### config.mk
export PLATFORM = sky130hd
export DESIGN_NAME = uart_cmd_parser
export DESIGN_NICKNAME = d
export VERILOG_FILES = /design/src/rtl/uart_cmd_parser.sv
export SDC_FILE = /design/constraint.sdc
export NUM_CORES = 1
export LEC_CHECK = 0
export BUFFER_PORTS_ARGS = -buffer_cell sky130_fd_sc_hd__buf_2
export CAP_MARGIN = 20
export CORE_ASPECT_RATIO = 0.5
export CORE_MARGIN = 2
export CORE_UTILIZATION = 43
export CTS_CLUSTER_DIAMETER = 100
export DETAILED_ROUTE_END_ITERATION = 12
export PLACE_DENSITY = 0.66
export SLEW_MARGIN = 25
export SYNTH_ARGS = -nofsm -noshare
export SYNTH_HDL_FRONTEND = slang
export SYNTH_SLANG_ARGS = --single-unit
### constraint.sdc
create_clock -name ipClk -period 4.4 [get_ports ipClk]
set_input_delay 0.44 -clock ipClk [delete_from_list [all_inputs] [get_ports ipClk]]
set_output_delay 0.44 -clock ipClk [all_outputs]
set_load 0.02 [all_outputs]
### src/rtl/uart_cmd_parser.sv
`default_nettype none
// ============================================================================
// Module   : uart_cmd_parser
// Purpose  : Assembles 7-byte checksummed command frames from the UART
//            receiver (0xA5, CMD, P3, P2, P1, P0, CHK), updates the
//            signal-generator configuration registers and answers each
//            completed frame with ACK (0x06) or NAK (0x15) via the UART
//            transmit handshake.
// Ports    : ipClk, ipReset (sync, active-low)
//            ipRxData/ipRxValid         - receiver byte stream
//            opTxData/opTxSend/ipTxBusy - transmitter request handshake
//            opFreqWord, opAmplitude, opWaveSel, opEnable - config regs
//            opCfgUpdate - one-cycle pulse on a config write
//            opErrCount  - rejected frames (saturating)
//            opRxDrop    - sticky: byte arrived while a reply was pending
// Revision : 1.0 - initial release
// ============================================================================
module uart_cmd_parser #(
    parameter int TIMEOUT_CYCLES = 43400
) (
    input  logic        ipClk,
    input  logic        ipReset,
    input  logic [7:0]  ipRxData,
    input  logic        ipRxValid,
    output logic [7:0]  opTxData,
    output logic        opTxSend,
    input  logic        ipTxBusy,
    output logic [31:0] opFreqWord,
    output logic [15:0] opAmplitude,
    output logic [1:0]  opWaveSel,
    output logic        opEnable,
    output logic        opCfgUpdate,
    output logic [7:0]  opErrCount,
    output logic        opRxDrop
);

    localparam int            TW            = $clog2(TIMEOUT_CYCLES + 1);
    localparam logic [TW-1:0] TIMEOUT_LIMIT = TW'(TIMEOUT_CYCLES);
    localparam logic [7:0]    SYNC_BYTE     = 8'hA5;
    localparam logic [7:0]    ACK_BYTE      = 8'h06;
    localparam logic [7:0]    NAK_BYTE      = 8'h15;

    typedef enum logic [2:0] {
        HUNT       = 3'd0,
        CMD        = 3'd1,
        PAYLOAD    = 3'd2,
        CHECK      = 3'd3,
        EXEC       = 3'd4,
        REPLY_REQ  = 3'd5,
        REPLY_WAIT = 3'd6
    } state_t;

    state_t        state;
    logic          rx_valid_q;
    logic [7:0]    cmd;
    logic [7:0]    chk;
    logic [31:0]   payload;
    logic [1:0]    idx;
    logic          chk_ok;
    logic [TW-1:0] tcount;
    logic          accept;
    logic          in_frame;
    logic          in_reply;

    // The receiver holds valid for a whole bit period; only its rising
    // edge counts as a new byte.
    assign accept   = ipRxValid & ~rx_valid_q;
    assign in_frame = (state == CMD) || (state == PAYLOAD) || (state == CHECK);
    assign in_reply = (state == EXEC) || (state == REPLY_REQ) || (state == REPLY_WAIT);

    always_ff @(posedge ipClk) begin
        if (!ipReset) begin
            state       <= HUNT;
            rx_valid_q  <= 1'b0;
            cmd         <= 8'h00;
            chk         <= 8'h00;
            payload     <= 32'h0;
            idx         <= 2'd0;
            chk_ok      <= 1'b0;
            tcount      <= '0;
            opTxData    <= 8'h00;
            opTxSend    <= 1'b0;
            opFreqWord  <= 32'h0;
            opAmplitude <= 16'h0;
            opWaveSel   <= 2'd0;
            opEnable    <= 1'b0;
            opCfgUpdate <= 1'b0;
            opErrCount  <= 8'h00;
            opRxDrop    <= 1'b0;
        end else begin
            rx_valid_q  <= ipRxValid;
            opCfgUpdate <= 1'b0;

            if (accept && in_reply) begin
                opRxDrop <= 1'b1;
            end

            // Inter-byte timeout: an accepted byte always wins over expiry.
            if (in_frame) begin
                if (accept) begin
                    tcount <= '0;
                end else if (tcount != TIMEOUT_LIMIT) begin
                    tcount <= tcount + 1'b1;
                end
            end else begin
                tcount <= '0;
            end

            case (state)
                HUNT: begin
                    if (accept && (ipRxData == SYNC_BYTE)) begin
                        state <= CMD;
                    end
                end

                CMD, PAYLOAD, CHECK: begin
                    if (accept) begin
                        if (state == CMD) begin
                            cmd   <= ipRxData;
                            chk   <= ipRxData;
                            idx   <= 2'd0;
                            state <= PAYLOAD;
                        end else if (state == PAYLOAD) begin
                            payload <= {payload[23:0], ipRxData};
                            chk     <= chk ^ ipRxData;
                            idx     <= idx + 2'd1;
                            if (idx == 2'd3) begin
                                state <= CHECK;
                            end
                        end else begin
                            chk_ok <= (ipRxData == chk);
                            state  <= EXEC;
                        end
                    end else if (tcount == TIMEOUT_LIMIT) begin
                        state <= HUNT;
                        if (opErrCount != 8'hFF) begin
                            opErrCount <= opErrCount + 8'd1;
                        end
                    end
                end

                EXEC: begin
                    if (chk_ok && (cmd >= 8'h01) && (cmd <= 8'h04)) begin
                        case (cmd[2:0])
                            3'd1:    opFreqWord  <= payload;
                            3'd2:    opAmplitude <= payload[15:0];
                            3'd3:    opWaveSel   <= payload[1:0];
                            default: opEnable    <= payload[0];
                        endcase
                        opCfgUpdate <= 1'b1;
                        opTxData    <= ACK_BYTE;
                    end else begin
                        opTxData <= NAK_BYTE;
                        if (opErrCount != 8'hFF) begin
                            opErrCount <= opErrCount + 8'd1;
                        end
                    end
                    opTxSend <= 1'b1;
                    state    <= REPLY_REQ;
                end

                REPLY_REQ: begin
                    // Transmitter only samples the request on baud ticks,
                    // so hold it until busy confirms it was taken.
                    if (ipTxBusy) begin
                        opTxSend <= 1'b0;
                        state    <= REPLY_WAIT;
                    end
                end

                REPLY_WAIT: begin
                    opTxSend <= 1'b0;
                    if (!ipTxBusy) begin
                        state <= HUNT;
                    end
                end

                default: begin
                    opTxSend <= 1'b0;
                    state    <= HUNT;
                end
            endcase
        end
    end

endmodule
`default_nettype wire

# After elaboration in Yosys (flattened, before gate mapping)
# Index checks and enable logic that the tools add are counted.
[word_totals]
ff_bits = 141
latchBits = 0
ramBits = 0
mem_bits_ro = 0
inputBits = 12
wordCells = 103
n_memories = 0
[op_classes]
addsub = 3
multipliers = 0
div_mod_pow = 0
n_lt_le_gt_ge = 2
n_eq_ne = 23
shifts = 0
muxes = 22
n_bitwise = 9
n_reduce_logical = 27
[op_table]
columns = ["cell", "n"]
rows = [
  ["2-to-1 mux 8 bit", 6],
  ["2-to-1 mux 3 bit", 8],
  ["AND reduction 3 bit", 6],
  ["adder 16 x 1 -> 16 bit (second input constant)", 1],
  ["== test 16 bit (second input constant)", 1],
  ["!= test 16 bit (second input constant)", 1],
  ["one-hot mux 8 bit (2 select lines)", 1],
  ["one-hot mux 3 bit (5 select lines)", 1],
  ["== test 3 x 2 -> 1 bit (second input constant)", 4],
  ["!= test 2 bit (second input constant)", 6],
  ["AND reduction 4 bit", 3],
  ["== test 3 bit (second input constant)", 3],
  ["OR reduction 3 bit", 3],
  ["adder 8 x 1 -> 8 bit (second input constant)", 1],
  ["== test 8 bit", 1],
  ["== test 8 bit (second input constant)", 1],
  ["greater-or-equal comparator 8 x 1 -> 1 bit (second input constant)", 1],
  ["less-or-equal comparator 8 x 3 -> 1 bit (second input constant)", 1],
  ["!= test 8 bit (second input constant)", 1],
  ["XOR 8 bit", 1],
  ["inverter 1 bit", 7],
  ["== test 3 x 1 -> 1 bit (second input constant)", 2],
  ["2-to-1 mux 5 bit", 1],
  ["!= test 5 bit (second input constant)", 1],
  ["other kinds (14)", 24],
]

# Depth between registers and ports, before layout
[logic_depth]
word_depth = 6
depth_mapped = 8
depth_no_buf = 7

# Worst setup path before layout
# OpenSTA, ideal clock, no wires.
[synth_timing]
path_kind = "register to register"
from = "register cmd[7]"
to = "register opAmplitude[10]"
setup_ps = 128
arrival_time_ps = 1709
required_ps = 4272
path_slack_ps = 2564
path_stages_with_launch = 8
cell_sequence = "dfxtp_1 nor4b_4 nand3_2 or4b_1 buf_6 buf_8 mux2i_1 nor2_1"
[synth_between]
elab_chain_len = 4
[synth_rtl]
columns = ["item", "line_no", "rtl"]
rows = [
  ["from (decl)", "55", "logic [7:0] cmd;"],
  ["from (signal assigned)", "119", "cmd <= ipRxData;"],
  ["greater-or-equal comparator 8 x 1 -> 1 bit", "143", "if (chk_ok && (cmd >= 8'h01) && (cmd <= 8'h04)) begin"],
  ["logical AND 1 bit", "143", ""],
  ["logical AND 1 bit (*)", "143", ""],
  ["AND reduction 3 bit (no source line) (*)", "-", ""],
  ["to (signal assigned)", "146", "3'd2: opAmplitude <= payload[15:0];"],
  ["to (decl)", "29", "output logic [15:0] opAmplitude,"],
]
# Every way passes the cells marked *; elsewhere a longest branch is shown, timed or not.
# A chain may end at the register's enable or synchronous reset.

# Worst setup path after layout
[layout_timing]
from = "register state[2]"
to = "register opAmplitude[13]"
[layout_between]
elab_chain_len = 2
[layout_rtl]
columns = ["item", "line_no", "rtl"]
rows = [
  ["from (decl)", "53", "state_t state;"],
  ["from (signal assigned)", "73", "state <= HUNT;"],
  ["from (signal assigned)", "112", "state <= CMD;"],
  ["from (signal assigned)", "122", "state <= PAYLOAD;"],
  ["== test 3 bit", "109", "case (state)"],
  ["AND reduction 3 bit (no source line)", "-", ""],
]
# No other way between the ends.

==> run summary <==
DP HPWL = 8370 um
Setup bufs post-CTS = 0
Largest net degree at the start of global routing = 76
Critical path class = flop to flop
Die X = 165 um
Setup crit start = state[2]
Synth cell count leaders = 136 x dfxtp_1, 130 x nand2_1, 60 x nor2_1
Die area = 0.0139 mm2
Synth top area cells = dfxtp_1 49%, nand2_1 8.8%, a21oi_1 5.1%, nand3_1 4.7%, o21ai_0 4.4%
Syn_area_per_cell = 8.37 um2
Clk Tree Root Cell = clkbuf_16
Worst reg2reg startpoint = state[2]
Leakage = 2.48 nW
Yosys cell types = 53
Final ANT Viol Nets = 0
Post-synthesis sequential area ratio = 0.491
Min cycle time layout = 2590 ps
Total GRT Usage = 0.192
Initial antenna violation count = 0
Final RePlAce weighted congestion = 0.797
Slew @ Worst Pin = 1010 ps
Setup_tns = 0 ps
Die H = 84.3 um
Hold Buf Count CTS = 0
Synth warn = 0
Post-layout nets = 736
Largest area contributor in the netlist = dfxtp_1
Hold WC Path Type = input port to flop
Clock sinks = 136
Primary FF master, synth = dfxtp_1
Async set-reset flop share out of synthesis = 0
Longest Clk Path Bufs = 2
DR iter-0 viols = 469
Slew Limit Headroom = 0.328
Post-Syn Area = 0.00554 mm2
WL/cell = 14.4 um
Count leader, synth = dfxtp_1
Status = complete, no violations
Global-route wire length before repair = 20900 um
Crit Path Max Fanout = 16
Vias per Instance = 5.20
First drt pass iteration count = 5
Flops & latches, synth = 136
Post-synth EDFFs = 0
Num rows = 29
Final core utilization = 0.519
Worst-Skew Late Latency = 420 ps
Top-area cell type share of the netlist area = 0.491
Clock Skew = 9.48 ps
DRC Markers = 0
Initial Util = 0.439
GR Overflow Total = 0
Ant diodes = 0
Cts bufs inserted = 17
Peak supply drop = 236 uV
Htree depth = 4
RSZ-0062 raised after global routing = no
Setup crit start kind = flop
Count of final hold-check violations = 0
Setup-failing EPs final = 0
Final Slew Violations = 0
CTS tree = built
Reg clk slew, reported paths = 60 ps
Total Wirelength = 13000 um
Core area = 0.0126 mm2
Port Buffers = 77
Fraction of layout cells with a size suffix above 1 = 0.171
Via count = 4698
HP Start = ipRxValid
I/O pin count = 82
Post_cts resized = 0
Critical path endpoint category = flop
Vias in the first global route = 4082
Critical path arrival = 2870 ps
Final Cycle Share = 0.590
Mapped Cells = 662
Worst EP required = 4670 ps
Number of max-cap violations = 0
Fmax achieved = 385 MHz
Area grow syn2layout = 18.2%
Pwr/cell area = 414 mW/mm2
-- state kept, by name, indices dropped and copies added (netlist names), 2 cells and up --
signal,flops
chk,8
opWaveSel,2
tcount,16
opTxData,3
payload,32
opFreqWord,32
cmd,8
opAmplitude,16
idx,2
opErrCount,8
state,3
-- placed cells by master, fill, tap and decap left out, types with 6 or more instances in the layout --
master,count
a21oi_1,56
a22oi_1,9
buf_2,77
clkbuf_16,17
dfxtp_1,136
mux2i_1,21
nand2_1,130
nand3_1,52
nand4_1,7
nor2_1,59
o21ai_0,49
o21ai_1,8
xnor2_1,15
xor2_1,6
-- stage by stage --
step	setup slack (ps)	cells	total power (W)	hold WS [ps]	cell area, um2
floorplan	2560	665	0.00129	429	5560
global placement	1670	871	0.00131	442	5950
detailed placement	1680	871	0.00131	445	5950
CTS	1850	903	0.00273	249	6550
global route	1660	903	0.00280	258	6550
finish	1810	903	0.00271	257	6550
-- cell families (layout without fill, tap and decap cells) --
logic type,after synthesis,in the layout,synth area share
adder cells (fa/ha/maj),4,4,0.00903
flip-flops,136,136,0.491
XOR/XNOR,21,21,0.0332
AND/OR/NAND/NOR,294,294,0.249
buffers and inverters,51,119,0.0476
other,1,4,0.000676
multiplexers,21,21,0.0379
AO/OA/AOI/OAI,134,134,0.132
-- worst paths after layout --
check	endpoint	slack [ps]	cells after the start
worst max register to register	opAmplitude[13]	1810	5
worst min register to register	opFreqWord[13]	450	2
worst min-delay path	rx_valid_q	260	2
worst max-delay path	opAmplitude[13]	1810	5
-- layout make-up --
class                   count  area (um2)
fillers                  1194        6070
flip-flops and latches    136        2720
multi-input cells         478        2580
clock buffers              18         429
repair buffers             82         423
well taps                 170         213
clock inverters            14         166
inverters                   5        18.8
-- worst max-delay path, stage by stage (launching register included) --
cell and delay [ps]:
dfxtp_1 580, nor3b_4 400, nand3_2 180, or4b_1 950, mux2i_1 290, nor2_1 60
-- where the power goes --
part	internal [W]	switching [W]
Combinational	0.0000110	0.0000413
Clock	0.000849	0.000579
Sequential	0.00123	0.000000403
-- metal layers --
layer	routed length, um	GRT usage
met2	5550	0.285
met3	734	0.0524
met1	6680	0.276
met5	0	0
met4	78	0.0451
(Power assumes the default switching activity.)
